<file path="config.mk">
export PLATFORM = sky130hd
export DESIGN_NAME = sensor_readout_scanner
export DESIGN_NICKNAME = d
export VERILOG_FILES = /design/src/rtl/sensor_readout_scanner.sv
export SDC_FILE = /design/constraint.sdc
export NUM_CORES = 1
export LEC_CHECK = 0
export BUFFER_PORTS_ARGS = -buffer_cell sky130_fd_sc_hd__buf_2
export CAP_MARGIN = 20
export CORE_UTILIZATION = 47
export CTS_CLUSTER_DIAMETER = 40
export DETAILED_ROUTE_END_ITERATION = 7
export GPL_ROUTABILITY_DRIVEN = 0
export PLACE_DENSITY = 0.71
export SLEW_MARGIN = 25
export SYNTH_ARGS = -nofsm -noshare
export SYNTH_HDL_FRONTEND = slang
export SYNTH_SLANG_ARGS = --single-unit
export TNS_END_PERCENT = 100
</file>
<file path="constraint.sdc">
create_clock -name clk -period 2.45 [get_ports clk]
set_input_delay 0.1225 -clock clk [delete_from_list [all_inputs] [get_ports clk]]
set_output_delay 0.1225 -clock clk [all_outputs]
set_load 0.02 [all_outputs]
</file>
<file path="src/rtl/sensor_readout_scanner.sv">
// rtl/sensor_readout_scanner.sv - multi-channel sensor latch, display scanner and BCD converter
//
// Latches per-channel binary readings, picks one channel for display (dwell-timer
// rotation or manual select) and converts it to 3-digit BCD for a 4-digit FND driver.
//
// Ports:
//    clk          system clock, rising edge
//    reset_n      synchronous reset, active low
//    in_valid     reading write strobe
//    in_ch        channel index of the write (out-of-range indexes are dropped)
//    in_data      binary reading
//    auto_mode    1 = rotate on dwell timer, 0 = follow sel_ch
//    sel_ch       manual display channel (out-of-range indexes are dropped)
//    hold         freeze selection, dwell timer and conversion start
//    value        {channel, hundreds, tens, ones}
//    value_valid  first conversion has completed
//    overflow     displayed reading was saturated to 999
//    busy         conversion engine active
module sensor_readout_scanner #(
   parameter int CH_NUM    = 4,
   parameter int DATA_W    = 8,
   parameter int DWELL_CYC = 125_000_000,
   localparam int CH_W     = (CH_NUM > 2) ? $clog2(CH_NUM) : 1
) (
   input  logic              clk,
   input  logic              reset_n,
   input  logic              in_valid,
   input  logic [CH_W-1:0]   in_ch,
   input  logic [DATA_W-1:0] in_data,
   input  logic              auto_mode,
   input  logic [CH_W-1:0]   sel_ch,
   input  logic              hold,
   output logic [15:0]       value,
   output logic              value_valid,
   output logic              overflow,
   output logic              busy
);

   localparam int NSLOT = 1 << CH_W;
   localparam int DW_W  = $clog2(DWELL_CYC);
   localparam int BC_W  = $clog2(DATA_W);

   // One bit per encodable channel index: set where the index names a real channel.
   localparam logic [NSLOT-1:0] CH_MASK    = {NSLOT{1'b1}} >> (NSLOT - CH_NUM);
   localparam logic [DW_W-1:0]  DWELL_LAST = DW_W'(DWELL_CYC - 1);
   localparam logic [CH_W-1:0]  CH_LAST    = CH_W'(CH_NUM - 1);
   localparam logic [BC_W-1:0]  BIT_LAST   = BC_W'(DATA_W - 1);
   localparam logic [10:0]      SAT_MAX    = 11'd999;

   typedef enum logic [1:0] {S_IDLE, S_LOAD, S_SHIFT, S_DONE} state_t;

   state_t              state_q, state_d;
   logic [DATA_W-1:0]   ch_reg_q [CH_NUM];
   logic [DATA_W-1:0]   ch_reg_d [CH_NUM];
   logic [CH_W-1:0]     disp_ch_q, disp_ch_d;
   logic [DW_W-1:0]     dwell_cnt_q, dwell_cnt_d;
   logic                pending_q, pending_d;
   logic                first_q, first_d;
   logic [DATA_W-1:0]   snap_q, snap_d;
   logic [CH_W-1:0]     snap_ch_q, snap_ch_d;
   logic                sat_q, sat_d;
   logic [11:0]         bcd_q, bcd_d;
   logic [BC_W-1:0]     bit_cnt_q, bit_cnt_d;
   logic [15:0]         value_q, value_d;
   logic                value_valid_q, value_valid_d;
   logic                overflow_q, overflow_d;

   logic                wr_ok;
   logic                trig;
   logic [10:0]         raw_ext;

   function automatic logic [3:0] add3(input logic [3:0] n);
      return (n >= 4'd5) ? n + 4'd3 : n;
   endfunction

   assign wr_ok   = in_valid && CH_MASK[in_ch];
   assign raw_ext = 11'(ch_reg_q[disp_ch_q]);

   always_comb begin
      state_d       = state_q;
      ch_reg_d      = ch_reg_q;
      disp_ch_d     = disp_ch_q;
      dwell_cnt_d   = dwell_cnt_q;
      first_d       = 1'b0;
      snap_d        = snap_q;
      snap_ch_d     = snap_ch_q;
      sat_d         = sat_q;
      bcd_d         = bcd_q;
      bit_cnt_d     = bit_cnt_q;
      value_d       = value_q;
      value_valid_d = value_valid_q;
      overflow_d    = overflow_q;

      for (int i = 0; i < CH_NUM; i++) begin
         if (wr_ok && in_ch == CH_W'(i)) begin
            ch_reg_d[i] = in_data;
         end
      end

      if (!hold) begin
         if (auto_mode) begin
            if (dwell_cnt_q == DWELL_LAST) begin
               dwell_cnt_d = '0;
               disp_ch_d   = (disp_ch_q == CH_LAST) ? '0 : disp_ch_q + 1'b1;
            end else begin
               dwell_cnt_d = dwell_cnt_q + 1'b1;
            end
         end else begin
            dwell_cnt_d = '0;
            if (CH_MASK[sel_ch]) begin
               disp_ch_d = sel_ch;
            end
         end
      end

      // Every trigger is first registered into pending; the engine only ever
      // starts from pending, so simultaneous triggers collapse into one run.
      trig      = first_q || (disp_ch_d != disp_ch_q) || (wr_ok && in_ch == disp_ch_q);
      pending_d = pending_q || trig;

      case (state_q)
         S_IDLE: begin
            if (pending_q && !hold) begin
               state_d   = S_LOAD;
               pending_d = trig;
            end
         end
         S_LOAD: begin
            snap_ch_d = disp_ch_q;
            if (raw_ext > SAT_MAX) begin
               snap_d = SAT_MAX[DATA_W-1:0];
               sat_d  = 1'b1;
            end else begin
               snap_d = ch_reg_q[disp_ch_q];
               sat_d  = 1'b0;
            end
            bcd_d     = '0;
            bit_cnt_d = '0;
            state_d   = S_SHIFT;
         end
         S_SHIFT: begin
            // Input is at most 999, so the hundreds nibble never reaches 5
            // before its final shift and needs no correction.
            bcd_d     = {bcd_q[10:8], add3(bcd_q[7:4]), add3(bcd_q[3:0]), snap_q[DATA_W-1]};
            snap_d    = {snap_q[DATA_W-2:0], 1'b0};
            bit_cnt_d = bit_cnt_q + 1'b1;
            if (bit_cnt_q == BIT_LAST) begin
               state_d = S_DONE;
            end
         end
         S_DONE: begin
            value_d       = {4'(snap_ch_q), bcd_q};
            value_valid_d = 1'b1;
            overflow_d    = sat_q;
            if (pending_q && !hold) begin
               state_d   = S_LOAD;
               pending_d = trig;
            end else begin
               state_d = S_IDLE;
            end
         end
         default: state_d = S_IDLE;
      endcase
   end

   always_ff @(posedge clk) begin
      if (!reset_n) begin
         state_q       <= S_IDLE;
         ch_reg_q      <= '{default: '0};
         disp_ch_q     <= '0;
         dwell_cnt_q   <= '0;
         pending_q     <= 1'b0;
         first_q       <= 1'b1;
         snap_q        <= '0;
         snap_ch_q     <= '0;
         sat_q         <= 1'b0;
         bcd_q         <= '0;
         bit_cnt_q     <= '0;
         value_q       <= '0;
         value_valid_q <= 1'b0;
         overflow_q    <= 1'b0;
      end else begin
         state_q       <= state_d;
         ch_reg_q      <= ch_reg_d;
         disp_ch_q     <= disp_ch_d;
         dwell_cnt_q   <= dwell_cnt_d;
         pending_q     <= pending_d;
         first_q       <= first_d;
         snap_q        <= snap_d;
         snap_ch_q     <= snap_ch_d;
         sat_q         <= sat_d;
         bcd_q         <= bcd_d;
         bit_cnt_q     <= bit_cnt_d;
         value_q       <= value_d;
         value_valid_q <= value_valid_d;
         overflow_q    <= overflow_d;
      end
   end

   assign value       = value_q;
   assign value_valid = value_valid_q;
   assign overflow    = overflow_q;
   assign busy        = (state_q != S_IDLE);

endmodule

</file>
==> results of run 1 <==
-- power by group through the flow --
| stage | Clock [mW] | Combinational, mW | Sequential (mW) |
|---|---|---|---|
| 3_3_place_gp | 0 | 0.655 | 1.91 |
| 6_report | 0.974 | 0.672 | 1.87 |
| 4_1_cts | 0.996 | 0.674 | 1.87 |
| 3_5_place_dp | 0 | 0.672 | 1.91 |
| 2_1_floorplan | 0 | 0.530 | 1.89 |
| 5_1_grt | 1.08 | 0.756 | 1.88 |
-- cell usage after synthesis (all sizes together), types with 2 or more instances --
master | n | share of area
mux2 | 2 | 0.0048
mux4 | 8 | 0.038
clkbuf | 20 | 0.016
nor4 | 5 | 0.0067
nand2b | 8 | 0.011
a22oi | 2 | 0.0032
nor2 | 92 | 0.073
mux2i | 50 | 0.11
xnor2 | 21 | 0.039
dfxtp | 105 | 0.45
o22ai | 5 | 0.0067
nand4 | 10 | 0.013
and4 | 3 | 0.0059
a21oi | 15 | 0.016
a31oi | 2 | 0.0027
inv | 15 | 0.012
a311oi | 9 | 0.017
nand3b | 5 | 0.0080
buf | 11 | 0.015
and3 | 3 | 0.0040
nand3 | 16 | 0.017
o31ai | 2 | 0.0032
ha | 12 | 0.032
nand2 | 33 | 0.026
nor3 | 8 | 0.0085
xor2 | 13 | 0.024
o21ai | 6 | 0.0088
and2 | 7 | 0.0093
-- worst min-delay path by stage --
stage                    start           end  slack [ps]
finish              in_data[5]  ch_reg_q[21]          20
global route        in_data[0]  ch_reg_q[16]          20
CTS                 in_data[3]  ch_reg_q[11]          20
detailed placement  in_data[4]  ch_reg_q[20]         420
global placement    in_data[3]  ch_reg_q[19]         400
floorplan            auto_mode  disp_ch_q[0]         260
-- layer usage --
metal	global-route usage	wire (um)	part of all wire	up-vias
met2	0.312	4400	0.48	59
met5	0	0	0	-
met4	0.0769	150	0.016	0
met1	0.231	4290	0.47	1693
met3	0.0410	317	0.035	12
li1	-	-	-	1766
-- final cells by class --
type | count | area [um2] | share of cell area
Multi-Input combinational cell | 353 | 2410 | 0.467
Clock inverter | 7 | 45.0 | 0.00872
Tap cell | 133 | 166 | 0.0322
Inverter | 15 | 56.3 | 0.0109
Sequential cell | 105 | 2100 | 0.407
Clock buffer | 9 | 124 | 0.0240
Timing Repair Buffer | 42 | 260 | 0.0504
-- critical path: stages, from the launching register on --
cell,delay [ps]
dfxtp_1,350
or4b_1,510
or4_1,530
o31a_2,400
o21ai_4,150
buf_12,190
nor2_1,60
-- what timing repair did --
| action | in CTS | in global routing |
|---|---|---|
| resized for setup | 0 | 1 |
| setup endpoints to repair | 0 | 3 |
| hold endpoints to repair | 0 | 0 |
-- sequential cells by signal, indices dropped and copies added (netlist names) --
register and count:
ch_reg_q 32, dwell_cnt_q 27, value 14, bcd_q 12, snap_q 8, bit_cnt_q 3
disp_ch_q 2, snap_ch_q 2, state_q 2, first_q 1, pending_q 1, value_valid 1
-- cells in the final DEF (no fill, tap or decap), types with 3 or more instances in the layout --
| cell type | synthesis | final |
|---|---|---|
| ha_1 | 12 | 12 |
| nand3b_1 | 5 | 5 |
| nand3_1 | 16 | 16 |
| clkbuf_8 | 0 | 9 |
| nor3_1 | 8 | 7 |
| mux2i_1 | 50 | 50 |
| dfxtp_1 | 105 | 105 |
| inv_1 | 14 | 14 |
| and3_1 | 3 | 3 |
| mux4_2 | 8 | 8 |
| buf_4 | 3 | 8 |
| xor2_1 | 13 | 13 |
| nand4_1 | 10 | 10 |
| clkinv_2 | 0 | 4 |
| nor2_1 | 92 | 92 |
| a311oi_1 | 9 | 9 |
| nor4_1 | 5 | 5 |
| a21oi_1 | 15 | 15 |
| and2_1 | 7 | 7 |
| nand2b_1 | 8 | 8 |
| buf_2 | 1 | 32 |
| xnor2_1 | 21 | 21 |
| conb_1 | 1 | 3 |
| nand2_1 | 33 | 33 |
| o21ai_0 | 5 | 5 |
| o22ai_1 | 5 | 5 |
-- kinds of logic after synthesis --
kind of cell    synth area share
buf+inv                   0.0426
simple gates               0.196
xor+xnor                  0.0633
fa+ha+maj                 0.0319
mux                        0.150
compound gates            0.0687
flops                      0.447
other cells             0.000798
==> results.txt, run 1 <==
----------------------------------------------------
[Critical path]
  Type of the worst setup path ... flip-flop to flip-flop
  End of the worst register-to-register path ... dwell_cnt_q[4]
  Worst Setup End Kind ... flip-flop
  Arrival time of the worst setup path ... 2580 ps
  CP Data Required Time ... roughly 2700 ps
  Reg-to-reg slack, setup ... 150 ps
  Top fanout value on the critical path ... 27
  Critical path destination ... dwell_cnt_q[4]
  Source of the critical timing path ... dwell_cnt_q[15]
  Startpoint Class ... flip-flop
  Beginning of the worst register-to-register path ... dwell_cnt_q[15]
  Number of cells on the worst reg-to-reg path ... 6

[Detailed routing]
  DRC ... 0
  Via count normalized by instance count ... 5.32
  Total wire length ... 9.16 mm
  Final routed wire length divided by cell count ... 13.8 um
  Router iterations before antenna repair ... 4
  Violation count after the first detailed-routing iteration ... approximately 140
  Via count ... 3530
  Antenna Violating Nets Remaining ... 0

[Floorplan]
  Floorplan die area ... 0.0104 mm2
  Number of cell rows ... 36
  Initial core utilization ... 0.483
  Number of top-level design ports ... 36
  Placeable core region ... 0.00973 mm2
  Height of the die ... 102 um
  Horiz. Die Dim ... ~100 um

[Yosys]
  Fraction of synthesis flops using an asynchronous set or reset pin ... 0
  Gate Count Post-Synth ... approximately 500
  Post-synth design cell area ... 0.00470 mm2
  Count of synthesis-stage warnings from yosys ... 0
  Most frequently used flop master after synthesis ... dfxtp_1
  Synthesized area divided by synthesized cell count ... 9.36 um2
  Count of flip-flops with a built-in enable after synthesis ... 0
  Share of synthesized area occupied by flip-flops and latches ... 0.447
  Total of flip-flops plus latches after synthesis ... roughly 110
  Count of different cell masters after synthesis ... 48

[CTS]
  CTS tree ... built
  Number of buffers created by CTS ... 9
  Worst-Skew Late Latency ... 370 ps
  Maximum level of the CTS H-tree ... 3
  Sinks on the clock net ... 105
  Register clock-pin slew on the reported worst setup and hold paths ... ~100 ps
  Clock tree root buffer cell ... clkbuf_8
  Number of hold buffers added after CTS ... 0
  Post-CTS setup buffer count ... 0
  Worst-case clock buffer depth ... 2

[GRT]
  Via count of the first global-routing pass ... 3246
  Number of antenna violations at the first check in global routing ... 0
  Largest net degree at the start of global routing ... 41
  Global route overflow ... 0
  GRT Util Overall ... 0.186
  Global-route wire length before repair ... 15.0 mm

[Timing]
  Final Hold Vio Count ... 0
  Max Clock Skew ... 11.6 ps
  Share of the clock period used by the worst path ... 0.940
  Setup repair after global routing missed its margin ... false
  Max frequency ... 0.434 GHz
  Final TNS setup ... 0 ps
  Worst Hold Margin ... 23.7 ps
  Final slew viol count ... 0
  Tightest Pin Transition ... 715 ps
  Max-slew headroom at the worst pin ... 0.522
  Final setup fails ... 0
  Final worst setup slack ... 148 ps
  Period minus WS final ... 2300 ps

[Worst hold path]
  Number of cells on the worst hold path ... 3
  Hold Path Class ... primary input to flip-flop

[Run status]
  Outcome ... complete, no violations

[Placement]
  Buffers on Ports ... 32
  Pre-CTS worst setup slack ... 90.5 ps
  Dpl hpwl ... roughly 6.3 mm
  Placement Cell Area ... 0.00499 mm2
  Total placed cells including tap cells ... 648

[Power and ir drop]
  Leakage component of the power ... 1.99 nW
  Proportion of power drawn by flip-flops and latches ... 0.532
  Total power ... between 3 and 4 mW
  Combinational Power Share ... 0.191
  Switching part of the total power ... 0.308
  Cell Int Power ... 2.43 mW
  Power Density ... 681 mW/mm2
  Worst VDD drop ... about 0.36 mV
  Clock share of power ... 0.277
  Net switching power ... 1.08 mW

[Layout]
  Diode insertion count for antenna repair ... 0
  Post-layout net count ... 555
  Filler cells ... 900
  Ratio of cells with drive above 1 in the final layout ... 0.137
  Area of all placed cells without fillers ... 0.00516 mm2
  Area grow syn2layout ... 9.87%
  Count of placed standard cells in the final layout, fillers left out ... 664
  Post-layout utilization of the core ... 0.531

[Run]
  Max Cap Violations ... 0

----------------------------------------------------
Power figures use the tool's default switching activity.
==> run 2, diff against run 1 <==
--- a/config.mk
+++ b/config.mk
@@ -7,11 +7,11 @@
 export LEC_CHECK = 0
 export BUFFER_PORTS_ARGS = -buffer_cell sky130_fd_sc_hd__buf_2
 export CAP_MARGIN = 20
-export CORE_UTILIZATION = 47
+export CORE_UTILIZATION = 49
 export CTS_CLUSTER_DIAMETER = 40
 export DETAILED_ROUTE_END_ITERATION = 7
 export GPL_ROUTABILITY_DRIVEN = 0
-export PLACE_DENSITY = 0.71
+export PLACE_DENSITY = 0.73
 export SLEW_MARGIN = 25
 export SYNTH_ARGS = -nofsm -noshare
 export SYNTH_HDL_FRONTEND = slang
==> run 2 against run 1 <==
Against the previous run:
- worst setup slack better by 32 ps
- critical path type unchanged
- first-iteration DRC count is 17% lower
- highest routed layer unchanged
- register-to-register slack better by 30 ps
- routed wire length is 2.8% lower
- final cell count is 0.45% lower
- largest power group unchanged
- sequential share of layout area is 0.13 points lower
- critical path depth stayed put
- via count is 0.99% lower
- hold slack better by 21 ps
- global-route usage is 0.26 points higher
- core utilization is 2.7 points higher
==> results.txt, run 2 (same netlist as run 1, synthesis figures left out) <==
----------------------------------------------------
[Run status]
  Outcome ... complete, no violations

[Power and ir drop]
  Worst VDD drop ... 0.345 mV
  Leakage component of the power ... between 2 and 2.5 nW
  Power Density ... 695 mW/mm2

[Timing]
  Final slew viol count ... 0
  Final setup fails ... 0
  Worst Hold Margin ... between 40 and 50 ps
  Tightest Pin Transition ... around 640 ps
  Share of the clock period used by the worst path ... 0.927
  Setup repair after global routing missed its margin ... false
  Max-slew headroom at the worst pin ... 0.575
  Max frequency ... 0.441 GHz
  Final Hold Vio Count ... 0
  Final TNS setup ... 0 ps
  Max Clock Skew ... 9.85 ps
  Period minus WS final ... 2270 ps

[Detailed routing]
  Total wire length ... between 8 and 9 mm
  Via count normalized by instance count ... approximately 5.3
  DRC ... 0
  Violation count after the first detailed-routing iteration ... 117
  Antenna Violating Nets Remaining ... 0
  Router iterations before antenna repair ... 4
  Final routed wire length divided by cell count ... 13.5 um
  Via count ... 3495

[Floorplan]
  Number of cell rows ... 35
  Floorplan die area ... 0.00999 mm2
  Height of the die ... 99.9 um
  Horiz. Die Dim ... 99.9 um
  Number of top-level design ports ... 36
  Initial core utilization ... 0.506
  Placeable core region ... around 0.0093 mm2

[Layout]
  Largest register FFs ... 32
  Area used by sequential logic in the layout ... 0.00210 mm2
  Ratio of cells with drive above 1 in the final layout ... 0.133
  Multi-input gate area ... 0.00241 mm2
  Post-layout utilization of the core ... 0.558
  Biggest register ... ch_reg_q
  Highest-count cells in the layout ignoring fill and taps ... dfxtp_1, nor2_1, mux2i_1
  Leading cell type in the layout, fill and taps excluded ... dfxtp_1
  Diode insertion count for antenna repair ... 0
  Filler cells ... 847
  Area grow syn2layout ... 10.2%
  Post-layout net count ... 556
  Area of all placed cells without fillers ... roughly 0.0052 mm2

[Critical path]
  Worst Setup End Kind ... flip-flop
  Cell-by-cell trace of the critical path ... or4b_1, or4_1, o31a_2, o21ai_4, buf_12, nor2_1
  Beginning of the worst register-to-register path ... dwell_cnt_q[15]
  Number of cells on the worst reg-to-reg path ... 6
  Reg-to-reg slack, setup ... 180 ps
  End of the worst register-to-register path ... dwell_cnt_q[18]
  CP top delay family ... simple AND/OR/NAND/NOR gates
  Top fanout value on the critical path ... 27
  Type of the worst setup path ... flip-flop to flip-flop
  CP Data Required Time ... ~2700 ps
  Arrival time of the worst setup path ... 2520 ps
  CP Buf/Inv Count ... 1
  Worst path slowest cell ... or4b_1
  Biggest cell delay along the critical path ... 510 ps
  Startpoint Class ... flip-flop
  Source of the critical timing path ... dwell_cnt_q[15]

[Worst hold path]
  Number of cells on the worst hold path ... 3
  Worst Hold End ... ch_reg_q[19]
  Hold Path Class ... primary input to flip-flop
  Hold path startpoint ... in_data[3]

[GRT]
  Via count of the first global-routing pass ... 3257
  Global route overflow ... 0
  Number of antenna violations at the first check in global routing ... 0
  Global-route wire length before repair ... 15.0 mm
  Largest net degree at the start of global routing ... 43
  GRT Util Overall ... 0.188

[Placement]
  Placement Cell Area ... 0.00499 mm2
  Dpl hpwl ... 6.37 mm
  Buffers on Ports ... 32

[CTS]
  Register clock-pin slew on the reported worst setup and hold paths ... 100 ps
  Maximum level of the CTS H-tree ... 3
  Number of hold buffers added after CTS ... 0
  CTS tree ... built
  Worst-Skew Late Latency ... between 300 and 400 ps
  Sinks on the clock net ... 105
  Clock tree root buffer cell ... clkbuf_8
  # resized after CTS ... 0
  Number of buffers created by CTS ... 9
  Worst-case clock buffer depth ... 2
  Post-CTS setup buffer count ... 0

[Run]
  Max Cap Violations ... 0

----------------------------------------------------
## run 2: metrics by stage
| stage | total power [mW] | setup slack [ps] | instances |
|---|---|---|---|
| after floorplan | 2.42 | 237 | 504 |
| after global placement | 2.58 | 231 | 645 |
| after detailed placement | 2.61 | 177 | 645 |
| after CTS | 3.63 | 175 | 661 |
| after global routing | 3.80 | 61.0 | 661 |
| final | 3.60 | 180 | 661 |
## run 2: worst max-delay path by stage
stage / to / cells after the start / slack, ps
final: dwell_cnt_q[18] / 6 / 180
after global routing: disp_ch_q[0] / 5 / 60
after CTS: dwell_cnt_q[7] / 6 / 170
after detailed placement: disp_ch_q[0] / 5 / 180
after global placement: dwell_cnt_q[0] / 6 / 230
after floorplan: dwell_cnt_q[25] / 6 / 240
## run 2: worst min-delay path: stages
cell and delay, ps:
buf_2 110, mux2i_1 70, nor2_1 70
## run 2: layout make-up
type	count	share of cell area
multi-input combinational	353	0.464
sequential	105	0.406
clock inverter	5	0.0109
clock buffer	11	0.0254
inverter	15	0.0109
timing repair buffer	43	0.0517
tap	129	0.0312
## run 2: where the power goes
part           switching [mW]  total [mW]  internal, mW
combinational           0.423       0.692         0.269
sequential             0.0658        1.87          1.81
clock                   0.564        1.04         0.472
total                    1.05        3.60          2.55
## run 2: per-layer routing
metal  vias up  part of all wire  GRT usage
met5         -                 0          0
met4         0             0.011     0.0747
met3         8             0.025     0.0383
met2        42              0.48      0.319
met1      1664              0.48      0.236
li1       1781                 -          -
